## src/rtl/hs32_pkg.sv

```systemverilog
// Shared HS32 constants, fetch FSM state encoding and address helpers.
package hs32_pkg;

    localparam int          HS32_WORD_W   = 32;
    localparam logic [31:0] HS32_RESET_PC = 32'h0000_0000;
    localparam logic [31:0] HS32_PC_INC   = 32'd4;

    typedef enum logic [1:0] {
        FETCH_IDLE    = 2'd0,
        FETCH_REQ     = 2'd1,
        FETCH_DISCARD = 2'd2
    } fetch_state_e;

    function automatic logic [31:0] word_align(input logic [31:0] a);
        return {a[31:2], 2'b00};
    endfunction

endpackage

```

## src/rtl/hs32_fetch_if.sv

```systemverilog
// Fetch unit bus bundle: memory read port, decode handshake and execute redirect.
interface hs32_fetch_if;
    import hs32_pkg::*;

    logic [HS32_WORD_W-1:0] addr;
    logic                   reqm;
    logic [HS32_WORD_W-1:0] rdata;
    logic                   ackm;
    logic [HS32_WORD_W-1:0] instd;
    logic [HS32_WORD_W-1:0] pcd;
    logic                   ackd;
    logic                   reqd;
    logic                   flush;
    logic [HS32_WORD_W-1:0] newpc;

    modport master (
        output addr, reqm, instd, pcd, ackd,
        input  rdata, ackm, reqd, flush, newpc
    );

    modport slave (
        input  addr, reqm, instd, pcd, ackd,
        output rdata, ackm, reqd, flush, newpc
    );

endinterface

```

## src/rtl/hs32_fifo.sv

```systemverilog
// Small synchronous FIFO with clear and a combinational head; DEPTH must be a power of two.
module hs32_fifo #(
    parameter int WIDTH = 64,
    parameter int DEPTH = 2,
    localparam int AW = (DEPTH > 1) ? $clog2(DEPTH) : 1,
    localparam int CW = $clog2(DEPTH + 1)
) (
    input  logic             clk,
    input  logic             rst_n,
    input  logic             push,
    input  logic [WIDTH-1:0] din,
    input  logic             pop,
    input  logic             clear,
    output logic [WIDTH-1:0] dout,
    output logic [CW-1:0]    count
);

    logic [WIDTH-1:0] mem_q [DEPTH];
    logic [WIDTH-1:0] mem_d [DEPTH];
    logic [AW-1:0]    wr_ptr_q, wr_ptr_d;
    logic [AW-1:0]    rd_ptr_q, rd_ptr_d;
    logic [CW-1:0]    count_q, count_d;

    always_comb begin
        mem_d    = mem_q;
        wr_ptr_d = wr_ptr_q;
        rd_ptr_d = rd_ptr_q;
        count_d  = count_q;
        if (clear) begin
            wr_ptr_d = '0;
            rd_ptr_d = '0;
            count_d  = '0;
        end else begin
            if (push) begin
                mem_d[wr_ptr_q] = din;
                wr_ptr_d        = wr_ptr_q + AW'(1);
            end
            if (pop) begin
                rd_ptr_d = rd_ptr_q + AW'(1);
            end
            case ({push, pop})
                2'b10:   count_d = count_q + CW'(1);
                2'b01:   count_d = count_q - CW'(1);
                default: count_d = count_q;
            endcase
        end
    end

    // Storage is reset too so the head reads as zero straight out of reset.
    always_ff @(posedge clk or negedge rst_n) begin
        if (!rst_n) begin
            for (int i = 0; i < DEPTH; i++) begin
                mem_q[i] <= '0;
            end
            wr_ptr_q <= '0;
            rd_ptr_q <= '0;
            count_q  <= '0;
        end else begin
            mem_q    <= mem_d;
            wr_ptr_q <= wr_ptr_d;
            rd_ptr_q <= rd_ptr_d;
            count_q  <= count_d;
        end
    end

    assign dout  = mem_q[rd_ptr_q];
    assign count = count_q;

endmodule

```

## src/rtl/hs32_fetch.sv

```systemverilog
// HS32 instruction fetch: sequential PC, memory read FSM, prefetch queue and redirect handling.
module hs32_fetch
    import hs32_pkg::*;
#(
    parameter logic [31:0] RESET_PC = HS32_RESET_PC,
    parameter int          DEPTH    = 2
) (
    input  logic clk,
    input  logic reset,
    hs32_fetch_if.master bus
);

    localparam int          CW         = $clog2(DEPTH + 1);
    localparam logic [CW-1:0] DEPTH_C  = CW'(DEPTH);
    localparam logic [31:0] RESET_PC_A = word_align(RESET_PC);

    fetch_state_e  state_q, state_d;
    logic [31:0]   pc_q, pc_d;
    logic [31:0]   addr_q, addr_d;

    logic [CW-1:0] count;
    logic [CW-1:0] count_after_pop;
    logic [63:0]   head;
    logic          push;
    logic          pop;
    logic          ackd_c;

    hs32_fifo #(
        .WIDTH (64),
        .DEPTH (DEPTH)
    ) u_queue (
        .clk   (clk),
        .rst_n (reset),
        .push  (push),
        .din   ({bus.rdata, addr_q}),
        .pop   (pop),
        .clear (bus.flush),
        .dout  (head),
        .count (count)
    );

    // Space checks use occupancy after a same-edge pop so streaming never stalls.
    always_comb begin
        ackd_c          = (count != '0) && !bus.flush;
        pop             = ackd_c && bus.reqd;
        count_after_pop = count - CW'(pop);
        state_d         = state_q;
        pc_d            = pc_q;
        addr_d          = addr_q;
        push            = 1'b0;

        case (state_q)
            FETCH_IDLE: begin
                if (bus.flush) begin
                    pc_d = word_align(bus.newpc);
                end else if (count_after_pop < DEPTH_C) begin
                    addr_d  = pc_q;
                    state_d = FETCH_REQ;
                end
            end
            FETCH_REQ: begin
                if (bus.flush) begin
                    pc_d    = word_align(bus.newpc);
                    state_d = bus.ackm ? FETCH_IDLE : FETCH_DISCARD;
                end else if (bus.ackm) begin
                    push = 1'b1;
                    pc_d = pc_q + HS32_PC_INC;
                    if (count_after_pop < DEPTH_C - CW'(1)) begin
                        addr_d = pc_q + HS32_PC_INC;
                    end else begin
                        state_d = FETCH_IDLE;
                    end
                end
            end
            FETCH_DISCARD: begin
                // addr stays put: the arbiter still owns the flushed read.
                if (bus.flush) begin
                    pc_d = word_align(bus.newpc);
                end
                if (bus.ackm) begin
                    state_d = FETCH_IDLE;
                end
            end
            default: begin
                state_d = FETCH_IDLE;
            end
        endcase
    end

    always_ff @(posedge clk or negedge reset) begin
        if (!reset) begin
            state_q <= FETCH_IDLE;
            pc_q    <= RESET_PC_A;
            addr_q  <= RESET_PC_A;
        end else begin
            state_q <= state_d;
            pc_q    <= pc_d;
            addr_q  <= addr_d;
        end
    end

    assign bus.addr  = addr_q;
    assign bus.reqm  = (state_q != FETCH_IDLE);
    assign bus.instd = head[63:32];
    assign bus.pcd   = head[31:0];
    assign bus.ackd  = ackd_c;

endmodule
```

## src/flat_wrapper.sv

```systemverilog
// flat-port wrapper written by rule: the top's interface ports become plain ports
module hs32_fetch_flat import hs32_pkg::*;
#(
    parameter logic [31:0] RESET_PC = HS32_RESET_PC,
    parameter int          DEPTH    = 2
)
  (clk, reset, bus_addr, bus_reqm, bus_instd, bus_pcd, bus_ackd, bus_rdata, bus_ackm, bus_reqd, bus_flush, bus_newpc);
  hs32_fetch_if bus_i ();
  input  logic clk;
  input  logic reset;
  output wire logic [$bits(bus_i.addr)-1:0] bus_addr;
  output wire logic [$bits(bus_i.reqm)-1:0] bus_reqm;
  output wire logic [$bits(bus_i.instd)-1:0] bus_instd;
  output wire logic [$bits(bus_i.pcd)-1:0] bus_pcd;
  output wire logic [$bits(bus_i.ackd)-1:0] bus_ackd;
  input wire logic [$bits(bus_i.rdata)-1:0] bus_rdata;
  input wire logic [$bits(bus_i.ackm)-1:0] bus_ackm;
  input wire logic [$bits(bus_i.reqd)-1:0] bus_reqd;
  input wire logic [$bits(bus_i.flush)-1:0] bus_flush;
  input wire logic [$bits(bus_i.newpc)-1:0] bus_newpc;
  assign bus_addr = bus_i.addr;
  assign bus_reqm = bus_i.reqm;
  assign bus_instd = bus_i.instd;
  assign bus_pcd = bus_i.pcd;
  assign bus_ackd = bus_i.ackd;
  assign bus_i.rdata = bus_rdata;
  assign bus_i.ackm = bus_ackm;
  assign bus_i.reqd = bus_reqd;
  assign bus_i.flush = bus_flush;
  assign bus_i.newpc = bus_newpc;
  hs32_fetch #(.RESET_PC(RESET_PC), .DEPTH(DEPTH)) u_core (.clk(clk), .reset(reset), .bus(bus_i));
endmodule
```

## config.mk

```make
export PLATFORM = sky130hd
export DESIGN_NAME = hs32_fetch_flat
export DESIGN_NICKNAME = d
export VERILOG_FILES = /design/src/rtl/hs32_pkg.sv /design/src/rtl/hs32_fetch_if.sv /design/src/rtl/hs32_fifo.sv /design/src/rtl/hs32_fetch.sv /design/src/flat_wrapper.sv
export SDC_FILE = /design/constraint.sdc
export NUM_CORES = 1
export LEC_CHECK = 0
export ABC_AREA = 0
export BUFFER_PORTS_ARGS = -buffer_cell sky130_fd_sc_hd__buf_2
export CORE_MARGIN = 8
export CORE_UTILIZATION = 30
export DETAILED_ROUTE_END_ITERATION = 8
export GPL_TIMING_DRIVEN = 0
export PLACE_DENSITY = 0.47
export SLEW_MARGIN = 20
export SYNTH_ARGS = -nofsm -noshare
export SYNTH_HDL_FRONTEND = slang
export SYNTH_SLANG_ARGS = --single-unit
```

## constraint.sdc

```tcl
create_clock -name clk -period 3.1 [get_ports clk]
set_input_delay 0.155 -clock clk [delete_from_list [all_inputs] [get_ports clk]]
set_output_delay 0.155 -clock clk [all_outputs]
set_load 0.02 [all_outputs]
```

==> metrics.cfg <==
[die]
die_x_um = 193
fp-row-count = 65
initial_core_util_pct = 30.2
ioPinCount = 167
die-height_um = 193
core_area_mm2 = 0.0312
die_area_mm2 = 0.0373

[placement]
place_congestion = 0.849
place_hpwl_um = 20700
io_buffers = 159

[final_layout]
antennaDiodeCount = 0
fill_cells = 3134
syn2layout_area_growth_pct = 25.8
ff_latch_area_mm2 = 0.00475
nets = 1123
multi_input_area_mm2 = 0.00432
drive_gt1_share_pct = 37.8

[pwr]
leakagePower_uw = 0.00496
design_power_total_uw = 9250
max-vdd-ir-drop_mv = 0.395
cellPowerDensity_mw_per_mm2 = 781

[critical_path]
crit_family = buffers and inverters
cp-endpoint = u_core.bus.addr[8]
crit_chain = o21ba_2, nand2_1, inv_1, ha_1, a21boi_0, nor3_1, clkbuf_2, clkbuf_1, a21oi_1
worstPathRequired_ns = 3.40
rr_worst_depth = 9
reg2reg_to = u_core.bus.addr[8]
max_stage_delay_ns = 0.43
end_kind = register
path_class = reg -> reg
critPathLaunch = u_core.u_queue.count[0]
crit_slowest_cell = dfrtp_1
ff2ff_setup_slack_ns = 0.41
worst-path-stages = 9
timing.rr.start = u_core.u_queue.count[0]
path_buf_inv = 3
cp-start-kind = register
crit_fanout = 10
arrival_ns = 2.99

[global_routing]
grt_overflow = 0
grt_max_degree = 77
grt_pass1_vias = 7485
antenna_found_initial = 1
grt_pass1_wl_um = 44700
grt_usage_pct = 15.1

[run_status]
status = finished, final reports clean

[routing]
drt_iter0_markers = 410
routed_via_density = 4.98
drc_errors = 0
wl_per_cell_um = 19.3
num_vias = 7301
drt-pass1-iter-count = 5
ant_nets = 0
wl_um = 28300

[synth]
syn_avg_cell_area_um2 = 11.4
dominantRegCellSynth = dfrtp_1
ys_warn_count = 0
yosysTopAreaCellShare_pct = 50.5
synth_area_mm2 = 0.00942
async_reset_ff_share_pct = 100
synth_area_leaders = dfrtp_1, mux2_2, nor2_1
syn_inst = 826
synth-edff-count = 0
synth_cell_types = 63
synth.ff_latch_count = 190
yosysTopAreaCell = dfrtp_1
yosysSeqAreaShare_pct = 50.5

[sta]
whs_ns = 0.0414
worstMarginPinSlew_ns = 0.870
hold_viol = 0
max_freq_mhz = 372
slew_headroom_pct = 41.5
fin_crit_sh_pct = 86.7
drv_slew = 0
layout_min_cycle_time_ns = 2.69
finalSetupViolCount = 0
rsz0062_at_grt = false
skew_ns = 0.0136

[clocking]
clk_pin_slew_ns = 0.07
clk_latency_ns = 0.45
cts_root_buf = clkbuf_16
cts_max_path_buffers = 2
post_cts_buffers = 0
clkSinkCount = 190
tritoncts = built
cts_made_buffers = 17
htree_levels = 4

[flow_run]
max_cap_violations = 0

[worst_hold_path]
hp-class = in -> reg

[cell families (layout without fill, tap and decap cells)]
family	Yosys count	count (layout)	synth area share, %
muxes	188	188	22.4
other	1	4	0.0398
adders and majority gates	2	2	0.266
DFF	190	190	50.5
buffers and inverters	86	322	3.85
xor gates and xnor gates	15	15	1.39
AOI/OAI and AO/OA	135	135	9.42
and+or+nand+nor	209	209	12.1
[placed cells by master, fill, tap and decap left out, types with 5 or more instances in the layout]
master / synthesis / layout
a211oi_1: 5 / 5
a21oi_1: 33 / 33
a2bb2oi_1: 5 / 5
a31oi_1: 21 / 21
a32oi_1: 7 / 7
and3_1: 5 / 5
and4_1: 7 / 7
buf_2: 13 / 171
clkbuf_1: 55 / 55
clkbuf_16: 0 / 17
dfrtp_1: 190 / 190
dlygate4sd3_1: 0 / 43
inv_1: 10 / 10
mux2_2: 182 / 182
nand2_1: 28 / 28
nand3_1: 24 / 24
nand4_1: 23 / 23
nor2_1: 57 / 57
nor3_1: 12 / 12
nor4_1: 11 / 11
o211ai_1: 6 / 6
o21ai_0: 19 / 19
o22ai_1: 9 / 9
o31ai_1: 9 / 9
or3_1: 6 / 6
or4_1: 9 / 9
xnor2_1: 10 / 10
xor2_1: 5 / 5
[cell usage after synthesis, types with 4 or more instances]
master and count:
a211oi_1 5, a21oi_1 33, a2bb2oi_1 5, a311oi_1 4
a31oi_1 21, a32oi_1 7, and3_1 5, and4_1 7
buf_2 13, buf_4 4, clkbuf_1 55, dfrtp_1 190
inv_1 10, mux2_2 182, nand2_1 28, nand3_1 24
nand4_1 23, nor2_1 57, nor3_1 12, nor4_1 11
o211ai_1 6, o21ai_0 19, o22ai_1 9, o31ai_1 9
or3_1 6, or4_1 9, or4b_1 4, xnor2_1 10
xor2_1 5
[metrics by stage]
step | cells | setup TNS (ns) | instance area (µm²) | setup slack, ns | util [%]
final | 1467 | 0 | 11800 | 0.412 | 37.9
after global routing | 1467 | 0 | 11800 | 0.0761 | 37.9
after CTS | 1467 | 0 | 11800 | 0.232 | 37.9
after detailed placement | 1392 | 0 | 10800 | 0.0824 | 34.6
after global placement | 1390 | -311.26 | 10700 | -1.67 | 34.4
after floorplan | 829 | 0 | 9430 | 0.678 | -
[sequential cells by signal (all words and copies together) (netlist names)]
name / cells
u_core.state_q: 2
u_core.bus.addr: 30
u_core.pc_q: 30
u_core.u_queue.mem_q: 124
u_core.u_queue.wr_ptr_q: 1
u_core.u_queue.count: 2
u_core.u_queue.rd_ptr_q: 1
[routing by layer]
metal  global-route usage, %  up-vias  share of wire (%)  routed length, µm
met5                       0        -              0.039                 11
met4                    4.30        2                1.5                418
met3                    3.70       26                5.0               1410
met2                    24.1      197                 46              13100
met1                    20.2     3582                 47              13400
li1                        -     3494                  -                  -
[worst reg2reg max path: stages (launching register included)]
cell and delay, ns:
dfrtp_1 0.43, o21ba_2 0.24, nand2_1 0.14, inv_1 0.06, ha_1 0.29, a21boi_0 0.12, nor3_1 0.40, clkbuf_2 0.32
clkbuf_1 0.41, a21oi_1 0.14
[power by group]
group / total, µW / switching (µW) / internal, µW
sequential: 3800 / 501 / 3300
combinational: 3090 / 1700 / 1390
clock: 2360 / 1050 / 1310
total: 9250 / 3240 / 6010
[how the worst min path moves through the flow]
stage | from | endpoint | slack [ns] | cells past startpoint
global route | bus_newpc[14] | u_core.pc_q[14] | 0.05 | 3
detailed placement | reset | u_core.u_queue.mem_q[7] | 0.1 | 1
CTS | bus_newpc[2] | u_core.pc_q[2] | 0.01 | 3
global placement | bus_rdata[6] | u_core.u_queue.mem_q[38] | 0.40 | 2
finish | bus_newpc[6] | u_core.pc_q[6] | 0.04 | 3
floorplan | reset | u_core.bus.addr[10] | -0.14 | 0
[cell type report]
type | instances | area share (%)
clock inverter | 13 | 1.50
sequential | 190 | 40.1
inverter | 10 | 0.317
buffer | 76 | 2.76
clock buffer | 19 | 3.74
multi-input combinational | 553 | 36.4
timing repair buffer | 204 | 10.9
tap | 402 | 4.24
[repair_timing]
item	in CTS	in global routing
endpoints found under the setup margin	0	10
gates resized for setup	0	2
hold endpoints to repair	119	0
hold buffers	43	0
(Power assumes the default switching activity.)
